==> src/rtl/ita_package.sv <==
// Shared constants and types for the ITA attention datapath (score lanes, tile geometry).
package ita_package;

  localparam int unsigned N          = 16;
  localparam int unsigned M          = 64;
  localparam int unsigned WI         = 8;
  localparam int unsigned TILE_BEATS = M * M / N;
  localparam int unsigned BEAT_W     = $clog2(TILE_BEATS);
  localparam int unsigned ROW_W      = $clog2(M);
  localparam int unsigned CNT_W      = $clog2(M * M + 1);
  localparam int unsigned POP_W      = $clog2(N + 1);

  // Most negative WI-bit score, i.e. -2^(WI-1): softmax weight rounds to zero.
  localparam logic signed [WI-1:0] MASK_NEG_VAL = {1'b1, {(WI-1){1'b0}}};

  typedef logic [BEAT_W-1:0] tile_beat_t;
  typedef logic [CNT_W-1:0]  cnt_t;

  function automatic logic [POP_W-1:0] popcount(input logic [N-1:0] v);
    logic [POP_W-1:0] c;
    c = '0;
    for (int i = 0; i < N; i++) begin
      c = c + POP_W'(v[i]);
    end
    return c;
  endfunction

endpackage

==> src/rtl/ita_mask_row_tracker.sv <==
// Beat position / row-liveness tracker for one MxM tile of masked scores.
// Optional ITA_MASK_STATS_EN adds a per-tile masked-lane count.
module ita_mask_row_tracker
  import ita_package::*;
(
  input  logic         clk_i,
  input  logic         rst_ni,
  input  logic         clear_i,
  input  logic         accept_i,
  input  logic [N-1:0] em_i,
  output logic         tile_done_o,
  output logic [M-1:0] row_live_o
`ifdef ITA_MASK_STATS_EN
  ,
  output cnt_t         masked_cnt_o
`endif
);

  tile_beat_t          beat_r;
  logic [M-1:0]        row_acc_r;
  logic [M-1:0]        row_live_r;
  logic                tile_done_r;
  logic [M-1:0]        row_next_s;
  logic [ROW_W-1:0]    row_s;
  logic                last_s;

  assign row_s  = beat_r[ROW_W-1:0];
  assign last_s = (beat_r == tile_beat_t'(TILE_BEATS - 1));

  // Fold the current beat's liveness into its row; any unmasked lane keeps the row live.
  always_comb begin
    row_next_s        = row_acc_r;
    row_next_s[row_s] = row_acc_r[row_s] | ~(&em_i);
  end

  // Beat counter, row accumulator and end-of-tile publication.
  always_ff @(posedge clk_i or negedge rst_ni) begin
    if (!rst_ni) begin
      beat_r      <= '0;
      row_acc_r   <= '0;
      row_live_r  <= '0;
      tile_done_r <= 1'b0;
    end else if (clear_i) begin
      beat_r      <= '0;
      row_acc_r   <= '0;
      tile_done_r <= 1'b0;
    end else begin
      tile_done_r <= 1'b0;
      if (accept_i) begin
        if (last_s) begin
          beat_r      <= '0;
          row_acc_r   <= '0;
          row_live_r  <= row_next_s;
          tile_done_r <= 1'b1;
        end else begin
          beat_r    <= beat_r + tile_beat_t'(1);
          row_acc_r <= row_next_s;
        end
      end
    end
  end

  assign tile_done_o = tile_done_r;
  assign row_live_o  = row_live_r;

`ifdef ITA_MASK_STATS_EN
  cnt_t run_cnt_r;
  cnt_t masked_cnt_r;
  cnt_t cnt_next_s;

  assign cnt_next_s = run_cnt_r + cnt_t'(popcount(em_i));

  // Running masked-lane count; published count survives clear like row_live.
  always_ff @(posedge clk_i or negedge rst_ni) begin
    if (!rst_ni) begin
      run_cnt_r    <= '0;
      masked_cnt_r <= '0;
    end else if (clear_i) begin
      run_cnt_r <= '0;
    end else if (accept_i) begin
      if (last_s) begin
        run_cnt_r    <= '0;
        masked_cnt_r <= cnt_next_s;
      end else begin
        run_cnt_r <= cnt_next_s;
      end
    end
  end

  assign masked_cnt_o = masked_cnt_r;
`endif

endmodule

==> src/rtl/ita_mask_apply.sv <==
// Applies the per-beat attention mask to QK score beats ahead of softmax.
// Optional ITA_MASK_STATS_EN exposes masked_cnt_o from the row tracker.
module ita_mask_apply
  import ita_package::*;
(
  input  logic            clk_i,
  input  logic            rst_ni,
  input  logic            clear_i,
  input  logic            mask_en_i,
  input  logic            valid_i,
  output logic            ready_o,
  input  logic [N*WI-1:0] data_i,
  input  logic [N-1:0]    mask_i,
  output logic            valid_o,
  input  logic            ready_i,
  output logic [N*WI-1:0] data_o,
  output logic [N-1:0]    mask_o,
  output logic            tile_done_o,
  output logic [M-1:0]    row_live_o
`ifdef ITA_MASK_STATS_EN
  ,
  output cnt_t            masked_cnt_o
`endif
);

  logic [N-1:0]    em_s;
  logic [N*WI-1:0] masked_s;
  logic            accept_s;
  logic            valid_r;
  logic [N*WI-1:0] data_r;
  logic [N-1:0]    mask_r;

  assign em_s     = mask_en_i ? mask_i : '0;
  assign ready_o  = ~valid_r | ready_i;
  assign accept_s = valid_i & ready_o;

  // Replace masked lanes with the saturated minimum; others pass bit-exact.
  always_comb begin
    masked_s = data_i;
    for (int i = 0; i < N; i++) begin
      if (em_s[i]) begin
        masked_s[i*WI +: WI] = MASK_NEG_VAL;
      end else begin
        masked_s[i*WI +: WI] = data_i[i*WI +: WI];
      end
    end
  end

  // Single-entry output register; clear drops any beat presented alongside it.
  always_ff @(posedge clk_i or negedge rst_ni) begin
    if (!rst_ni) begin
      valid_r <= 1'b0;
      data_r  <= '0;
      mask_r  <= '0;
    end else if (clear_i) begin
      valid_r <= 1'b0;
    end else if (accept_s) begin
      valid_r <= 1'b1;
      data_r  <= masked_s;
      mask_r  <= em_s;
    end else if (ready_i) begin
      valid_r <= 1'b0;
    end else begin
      valid_r <= valid_r;
    end
  end

  assign valid_o = valid_r;
  assign data_o  = data_r;
  assign mask_o  = mask_r;

  ita_mask_row_tracker u_tracker (
    .clk_i        (clk_i),
    .rst_ni       (rst_ni),
    .clear_i      (clear_i),
    .accept_i     (accept_s),
    .em_i         (em_s),
    .tile_done_o  (tile_done_o),
    .row_live_o   (row_live_o)
`ifdef ITA_MASK_STATS_EN
    ,
    .masked_cnt_o (masked_cnt_o)
`endif
  );

endmodule

==> config.mk <==
export PLATFORM = sky130hd
export DESIGN_NAME = ita_mask_apply
export DESIGN_NICKNAME = d
export VERILOG_FILES = /design/src/rtl/ita_package.sv /design/src/rtl/ita_mask_row_tracker.sv /design/src/rtl/ita_mask_apply.sv
export SDC_FILE = /design/constraint.sdc
export NUM_CORES = 1
export LEC_CHECK = 0
export BUFFER_PORTS_ARGS = -buffer_cell sky130_fd_sc_hd__buf_2
export CAP_MARGIN = 20
export CORE_UTILIZATION = 47
export DETAILED_ROUTE_END_ITERATION = 10
export PLACE_DENSITY = 0.76
export SLEW_MARGIN = 20
export SYNTH_ARGS = -nofsm -noshare
export SYNTH_HDL_FRONTEND = slang
export SYNTH_SLANG_ARGS = --single-unit
==> constraint.sdc <==
create_clock -name clk_i -period 2.5 [get_ports clk_i]
set_clock_uncertainty 0.15 [all_clocks]
set_input_delay 0.25 -clock clk_i [delete_from_list [all_inputs] [get_ports clk_i]]
set_output_delay 0.25 -clock clk_i [all_outputs]
set_load 0.005 [all_outputs]
==> flow_metrics.env, run 1 <==
export IMPL_die_h_um=165
export IMPL_initial_core_util=0.478
export IMPL_crit_chain="buf_12 -> buf_4 -> mux2i_1 -> a22oi_1 -> nand3_1 -> nand3_1 -> o41ai_4 -> buf_6 -> clkbuf_16 -> o31ai_1"
export IMPL_die_x_um=165
export IMPL_drc=0
export IMPL_clockRootBuffer="clkbuf_16"
export IMPL_grt_usage=0.319
export IMPL_drt_pass1_iter_count=6
export IMPL_fin_util=0.676
export IMPL_tns_ns=0
export IMPL_setup_viol=0
export IMPL_grt_pass1_wl_um=67100
export IMPL_portBuffers=360
export IMPL_rsz0062_at_grt="yes"
export IMPL_startpoint="u_tracker.beat_r[0]"
export IMPL_final_net_count=2042
export IMPL_stdcell_count=2253
export IMPL_worstSkewPairLatency_ns=0.55
export IMPL_worst_path_stages=10
export IMPL_synth_area_mm2=0.0124
export IMPL_antenna_found_initial=0
export IMPL_slew_violations=0
export IMPL_critical_path_required_ns=2.78
export IMPL_num_vias=12900
export IMPL_endpoint="u_tracker.row_acc_r[17]"
export IMPL_die_area_mm2=0.0271
export IMPL_vdd_ir_drop_worst_mv=0.585
export IMPL_reg2reg_depth=10
export IMPL_async_flop_share=1.00
export IMPL_rows=59
export IMPL_cpMaxStageDelayCell="dfrtp_2"
export IMPL_power_mw=11.6
export IMPL_power_leakage_nw=9.09
export IMPL_clk_pin_slew_worst_paths_ns=0.06
export IMPL_cap_viol_max_count=0
export IMPL_syn_instance_count=1393
export IMPL_placeableCoreArea_mm2=0.0260
export IMPL_wl_um=45000
export IMPL_status="finished, final reports clean"
export IMPL_ys_types=44
export IMPL_r2r_slack_ns=0.05
export IMPL_r2r_start="u_tracker.beat_r[0]"
export IMPL_max_freq_ghz=0.409
export IMPL_synth_area_leaders="dfrtp_1 57%, nand2_1 12%, o21ai_0 6.8%"
export IMPL_p_seq_frac=0.438
export IMPL_critPathTopFamily="buffers and inverters"
export IMPL_crit_buf_inv=4
export IMPL_grt_max_degree=161
export IMPL_p_switching_mw=3.02
export IMPL_period_needed_ns=2.45
export IMPL_dp_cells=2037
export IMPL_dp_hpwl_um=28200
export IMPL_overflow=0
export IMPL_pwr_density_cell_mw_per_mm2=663
export IMPL_finalHoldViolations=0
export IMPL_cts_htree_levels=1
export IMPL_cts_buffers=30
export IMPL_synth_ff_type="dfrtp_1"
export IMPL_whs_ns=0.0308
export IMPL_tightestPinTransition_ns=0.680
export IMPL_ys_ff_latch=282
export IMPL_critPathMaxFanout=22
export IMPL_worst_setup_path_start_kind="flop"
export IMPL_cp_arrival_ns=2.72
export IMPL_clkPwrFrac=0.417
export IMPL_slew_headroom=0.547
export IMPL_drive_gt1_frac=0.265
export IMPL_cts_sinks=282
export IMPL_drtAntennaViolNets=0
export IMPL_synth_area_leader_cell="dfrtp_1"
export IMPL_crit_path_end_kind="flop"
export IMPL_avgViaCountPerCell=5.71
export IMPL_ios=361
export IMPL_comb_power_share=0.145
export IMPL_p_int_mw=8.63
export IMPL_drt_initial_drc_count=1721
export IMPL_cts_tree="yes"
export IMPL_synth_fp_nets=1544
export IMPL_gp_congestion=0.953
export IMPL_ys_seq_area_frac=0.568
export IMPL_hold_path_class="in2reg"
export IMPL_wl_per_cell_um=20.0
export IMPL_yosysTopAreaCellShare=0.568
export IMPL_synth_edf_count=0
export IMPL_switching_share=0.259
export IMPL_max_stage_delay_ns=0.45
export IMPL_synth_warnings=0
export IMPL_clk_path_buf_depth=3
export IMPL_crit_type="reg2reg"
export IMPL_layout_area_overhead_vs_synth_pct=41.3
export IMPL_fin_crit_sh=0.979
export IMPL_critPathMostFrequentCell="nand3_1"
export IMPL_synth_avg_cell_area_um2=8.92
export IMPL_worstReg2RegEnd="u_tracker.row_acc_r[17]"
export IMPL_grt_pass1_vias=12300
## how the worst min path moves through the flow
stage,slack (ns),to,start,depth (start not counted)
final,0.03,data_o[80],mask_en_i,5
after global routing,0.04,data_o[80],mask_en_i,5
after CTS,0.01,data_o[80],mask_en_i,5
after detailed placement,0.13,u_tracker.row_live_o[35],rst_ni,1
after global placement,0.12,u_tracker.row_live_o[12],rst_ni,1
after floorplan,-0.20,data_o[0],rst_ni,0
## through the flow
| step | setup slack [ns] | area (um^2) |
|---|---|---|
| 2_1_floorplan | -0.0195 | 12400 |
| 5_1_grt | -0.0147 | 17600 |
| 3_3_place_gp | -0.0518 | 14800 |
| 4_1_cts | -0.0243 | 17400 |
| 3_5_place_dp | -0.0915 | 14800 |
| 6_report | 0.0535 | 17600 |
## power groups by stage
stage	logic (mW)	clock network, mW	registers (mW)
floorplan	0.533	0	5.18
global placement	1.36	0	5.15
detailed placement	1.39	0	5.16
CTS	1.59	4.90	5.08
global route	1.85	5.09	5.14
finish	1.69	4.85	5.10
## repair_timing
item | CTS | global route
pin swaps | 0 | 3
endpoints found under the setup margin | 68 | 64
hold buffers | 148 | 0
gates resized for setup | 5 | 13
cloned | 1 | 2
endpoints found under the hold margin | 198 | 0
setup buffers | 1 | 5
## cell usage after synthesis (all sizes together) (3+ instances only)
| cell | number |
|---|---|
| mux4 | 4 |
| a31oi | 3 |
| nand2b | 3 |
| o21ai | 169 |
| and3 | 7 |
| inv | 4 |
| nor3b | 4 |
| xor2 | 3 |
| a22oi | 10 |
| nor2b | 5 |
| buf | 22 |
| clkbuf | 89 |
| or2 | 3 |
| and2 | 5 |
| mux2i | 18 |
| nor2 | 81 |
| nand3 | 123 |
| dfrtp | 282 |
| o31ai | 57 |
| a21oi | 85 |
| nand2 | 386 |
| nand4 | 7 |
## state kept, by name, indices dropped and copies added (netlist names)
signal / cells
data_o: 128
u_tracker.row_acc_r: 64
u_tracker.row_live_o: 64
mask_o: 16
u_tracker.beat_r: 8
u_tracker.tile_done_o: 1
valid_o: 1
## logic make-up (layout without fill, tap and decap cells)
kind of cell / after synthesis / after routing / synth area share
mux: 23 / 23 / 0.0226
fa+ha+maj: 1 / 1 / 0.00101
xor+xnor: 3 / 3 / 0.00211
other cells: 0 / 3 / 0
compound gates: 333 / 333 / 0.152
simple gates: 635 / 635 / 0.215
flops: 282 / 282 / 0.568
buf+inv: 116 / 638 / 0.0401
## layout make-up
class / instances / area, um^2
Tap cell: 335 / 419
Inverter: 5 / 18.8
Multi-Input combinational cell: 995 / 4960
Sequential cell: 282 / 7060
Antenna cell: 3 / 7.51
Timing Repair Buffer: 577 / 4020
Clock buffer: 42 / 887
Fill cell: 1940 / 8420
Clock inverter: 14 / 199
## layer usage
metal | GRT usage | wire (um) | vias up
li1 | - | - | 5764
met3 | 0.0836 | 4740 | 146
met2 | 0.495 | 20900 | 787
met4 | 0.135 | 1910 | 0
met1 | 0.423 | 17400 | 6164
met5 | 0 | 0 | -
## cell usage in the layout, fill, tap and decap left out, types with 9 or more instances in the layout
master | Yosys | routed
a22oi_1 | 10 | 9
nand2_1 | 386 | 384
o21ai_0 | 169 | 169
nor2_1 | 81 | 79
clkbuf_16 | 0 | 33
dfrtp_1 | 282 | 280
dlygate4sd3_1 | 0 | 148
a21oi_1 | 85 | 84
mux2i_1 | 18 | 17
o31ai_1 | 57 | 57
nand3_1 | 123 | 122
buf_12 | 0 | 13
buf_4 | 1 | 51
buf_2 | 5 | 359
## tightest hold or removal path: stages
cell and delay [ns]:
buf_2 0.09, nand2_1 0.06, buf_4 0.17, nand3_1 0.08, nand2_1 0.05
No activity file was read; power rests on OpenSTA's default activity.
==> run 2: changes to the inputs <==
--- a/config.mk
+++ b/config.mk
@@ -9,6 +9,7 @@
 export CAP_MARGIN = 20
 export CORE_UTILIZATION = 47
 export DETAILED_ROUTE_END_ITERATION = 10
+export MAX_ROUTING_LAYER = met4
 export PLACE_DENSITY = 0.76
 export SLEW_MARGIN = 20
 export SYNTH_ARGS = -nofsm -noshare
==> run 2 against run 1 <==
Highest routed layer unchanged. Core utilization about the same. Combinational power about the same. First-iteration DRC count down 0.23%. Cell count about the same.
==> flow_metrics.env, run 2 (synthesized netlist as in run 1, its figures left out) <==
export IMPL_r2r_slack_ns=0.06
export IMPL_drt_initial_drc_count=1717
export IMPL_use_met3=0.0753
export IMPL_drtAntennaViolNets=0
export IMPL_finalHoldViolations=0
export IMPL_worstSkewPairLatency_ns=0.55
export IMPL_vdd_ir_drop_worst_mv=0.580
export IMPL_global_route_peak_usage_layer="met2"
export IMPL_mostFrequentLayoutCells="384 x nand2_1, 359 x buf_2, 280 x dfrtp_1, 169 x o21ai_0, 148 x dlygate4sd3_1"
export IMPL_pwr_density_cell_mw_per_mm2=663
export IMPL_drive_gt1_frac=0.265
export IMPL_die_x_um=165
export IMPL_crit_path_end_kind="flop"
export IMPL_p_int_mw=8.63
export IMPL_num_vias=12900
export IMPL_dp_hpwl_um=28200
export IMPL_final_common_cell="nand2_1"
export IMPL_switching_share=0.259
export IMPL_crit_type="reg2reg"
export IMPL_p_seq_frac=0.438
export IMPL_tns_ns=0
export IMPL_met1_usage=0.428
export IMPL_wl_um=44900
export IMPL_drc=0
export IMPL_placeableCoreArea_mm2=0.0260
export IMPL_avgViaCountPerCell=5.71
export IMPL_fillers=1943
export IMPL_wl_per_cell_um=20.0
export IMPL_power_mw=11.6
export IMPL_cap_viol_max_count=0
export IMPL_p_switching_mw=3.02
export IMPL_initial_core_util=0.478
export IMPL_drt_pass1_iter_count=6
export IMPL_hold_path_class="in2reg"
export IMPL_worst_setup_path_start_kind="flop"
export IMPL_largest_register_ffs=128
export IMPL_grt_pass1_wl_um=67000
export IMPL_rows=59
export IMPL_grt_pass1_vias=12300
export IMPL_grt_max_degree=161
export IMPL_gp_congestion=0.971
export IMPL_cts_buffers=30
export IMPL_portBuffers=360
export IMPL_tightestPinTransition_ns=0.665
export IMPL_grtUsageMet2=0.495
export IMPL_max_freq_ghz=0.409
export IMPL_die_area_mm2=0.0271
export IMPL_clk_path_buf_depth=3
export IMPL_ios=361
export IMPL_rsz0062_at_grt="yes"
export IMPL_antenna_found_initial=0
export IMPL_cp_arrival_ns=2.72
export IMPL_slew_headroom=0.557
export IMPL_cts_sinks=282
export IMPL_layout_area_overhead_vs_synth_pct=41.3
export IMPL_critPathMaxFanout=22
export IMPL_cts_htree_levels=1
export IMPL_cts_tree="yes"
export IMPL_comb_power_share=0.145
export IMPL_clockRootBuffer="clkbuf_16"
export IMPL_die_h_um=165
export IMPL_period_needed_ns=2.44
export IMPL_overflow=0
export IMPL_critical_path_required_ns=2.77
export IMPL_power_leakage_nw=9.10
export IMPL_setup_viol=0
export IMPL_fin_crit_sh=0.977
export IMPL_clk_pin_slew_worst_paths_ns=0.06
export IMPL_final_net_count=2042
export IMPL_status="finished, final reports clean"
export IMPL_grt_usage=0.328
export IMPL_clkPwrFrac=0.417
export IMPL_slew_violations=0
[run 2: changes by cell type in the layout (fill, tap and decap cells not counted), sizes merged]
cell   previous run  this run
diode             3         1
[run 2: layer usage]
layer	up-vias	wire (um)
met2	788	20800
met4	0	1930
met1	6157	17500
met5	-	0
met3	151	4670
li1	5766	-
[run 2: layout make-up]
type	instances	area, um^2	area share
antenna	1	2.50	0.000142
multi-input combinational	995	4960	0.282
clock buffer	42	887	0.0505
tap	335	419	0.0239
inverter	5	18.8	0.00107
sequential	282	7060	0.402
clock inverter	14	199	0.0113
timing repair buffer	577	4030	0.229
[run 2: worst paths after layout]
check / startpoint / endpoint / cells after the start
setup / recovery: u_tracker.beat_r[0] / u_tracker.row_acc_r[32] / 10
hold / removal: mask_en_i / data_o[80] / 5
setup reg to reg: u_tracker.beat_r[0] / u_tracker.row_acc_r[32] / 10
hold reg to reg: data_o[16] / data_o[16] / 2
max in group asynchronous: rst_ni / data_o[76] / 3
min in group asynchronous: rst_ni / u_tracker.row_live_o[11] / 2
[run 2: worst max-delay path: stages (launching register included)]
cell and delay, ns:
dfrtp_2 0.45, buf_12 0.16, buf_4 0.13, mux2i_1 0.19
a22oi_1 0.09, nand3_1 0.14, nand3_1 0.13, o41ai_4 0.37
buf_6 0.20, clkbuf_16 0.21, o31ai_1 0.08
[run 2: through the flow]
step / instances / cell area (um^2) / hold slack, ns / worst slack, ns / utilization
after CTS: 2243 / 17400 / 0.0124 / -0.0243 / 0.670
after floorplan: 1393 / 12400 / -0.196 / -0.0195 / -
after detailed placement: 2037 / 14800 / 0.125 / -0.0915 / 0.570
final: 2251 / 17600 / 0.0302 / 0.0564 / 0.676
after global routing: 2250 / 17600 / 0.0437 / -0.0129 / 0.676
after global placement: 2037 / 14800 / 0.123 / -0.0518 / 0.570
[run 2: timing repair]
action                                 4_1_cts  5_1_grt
cloned                                       1        2
setup endpoints to repair                   68       65
endpoints found under the hold margin      198        0
setup buffers                                1        5
pin swaps                                    0        3
hold buffers                               148        0
gates resized for setup                      5       14
[run 2: power groups by stage]
stage               Clock, mW  Sequential [mW]  Combinational, mW
floorplan                   0             5.18              0.533
global placement            0             5.15               1.36
detailed placement          0             5.16               1.39
CTS                      4.90             5.08               1.59
global route             5.09             5.14               1.85
finish                   4.86             5.10               1.69
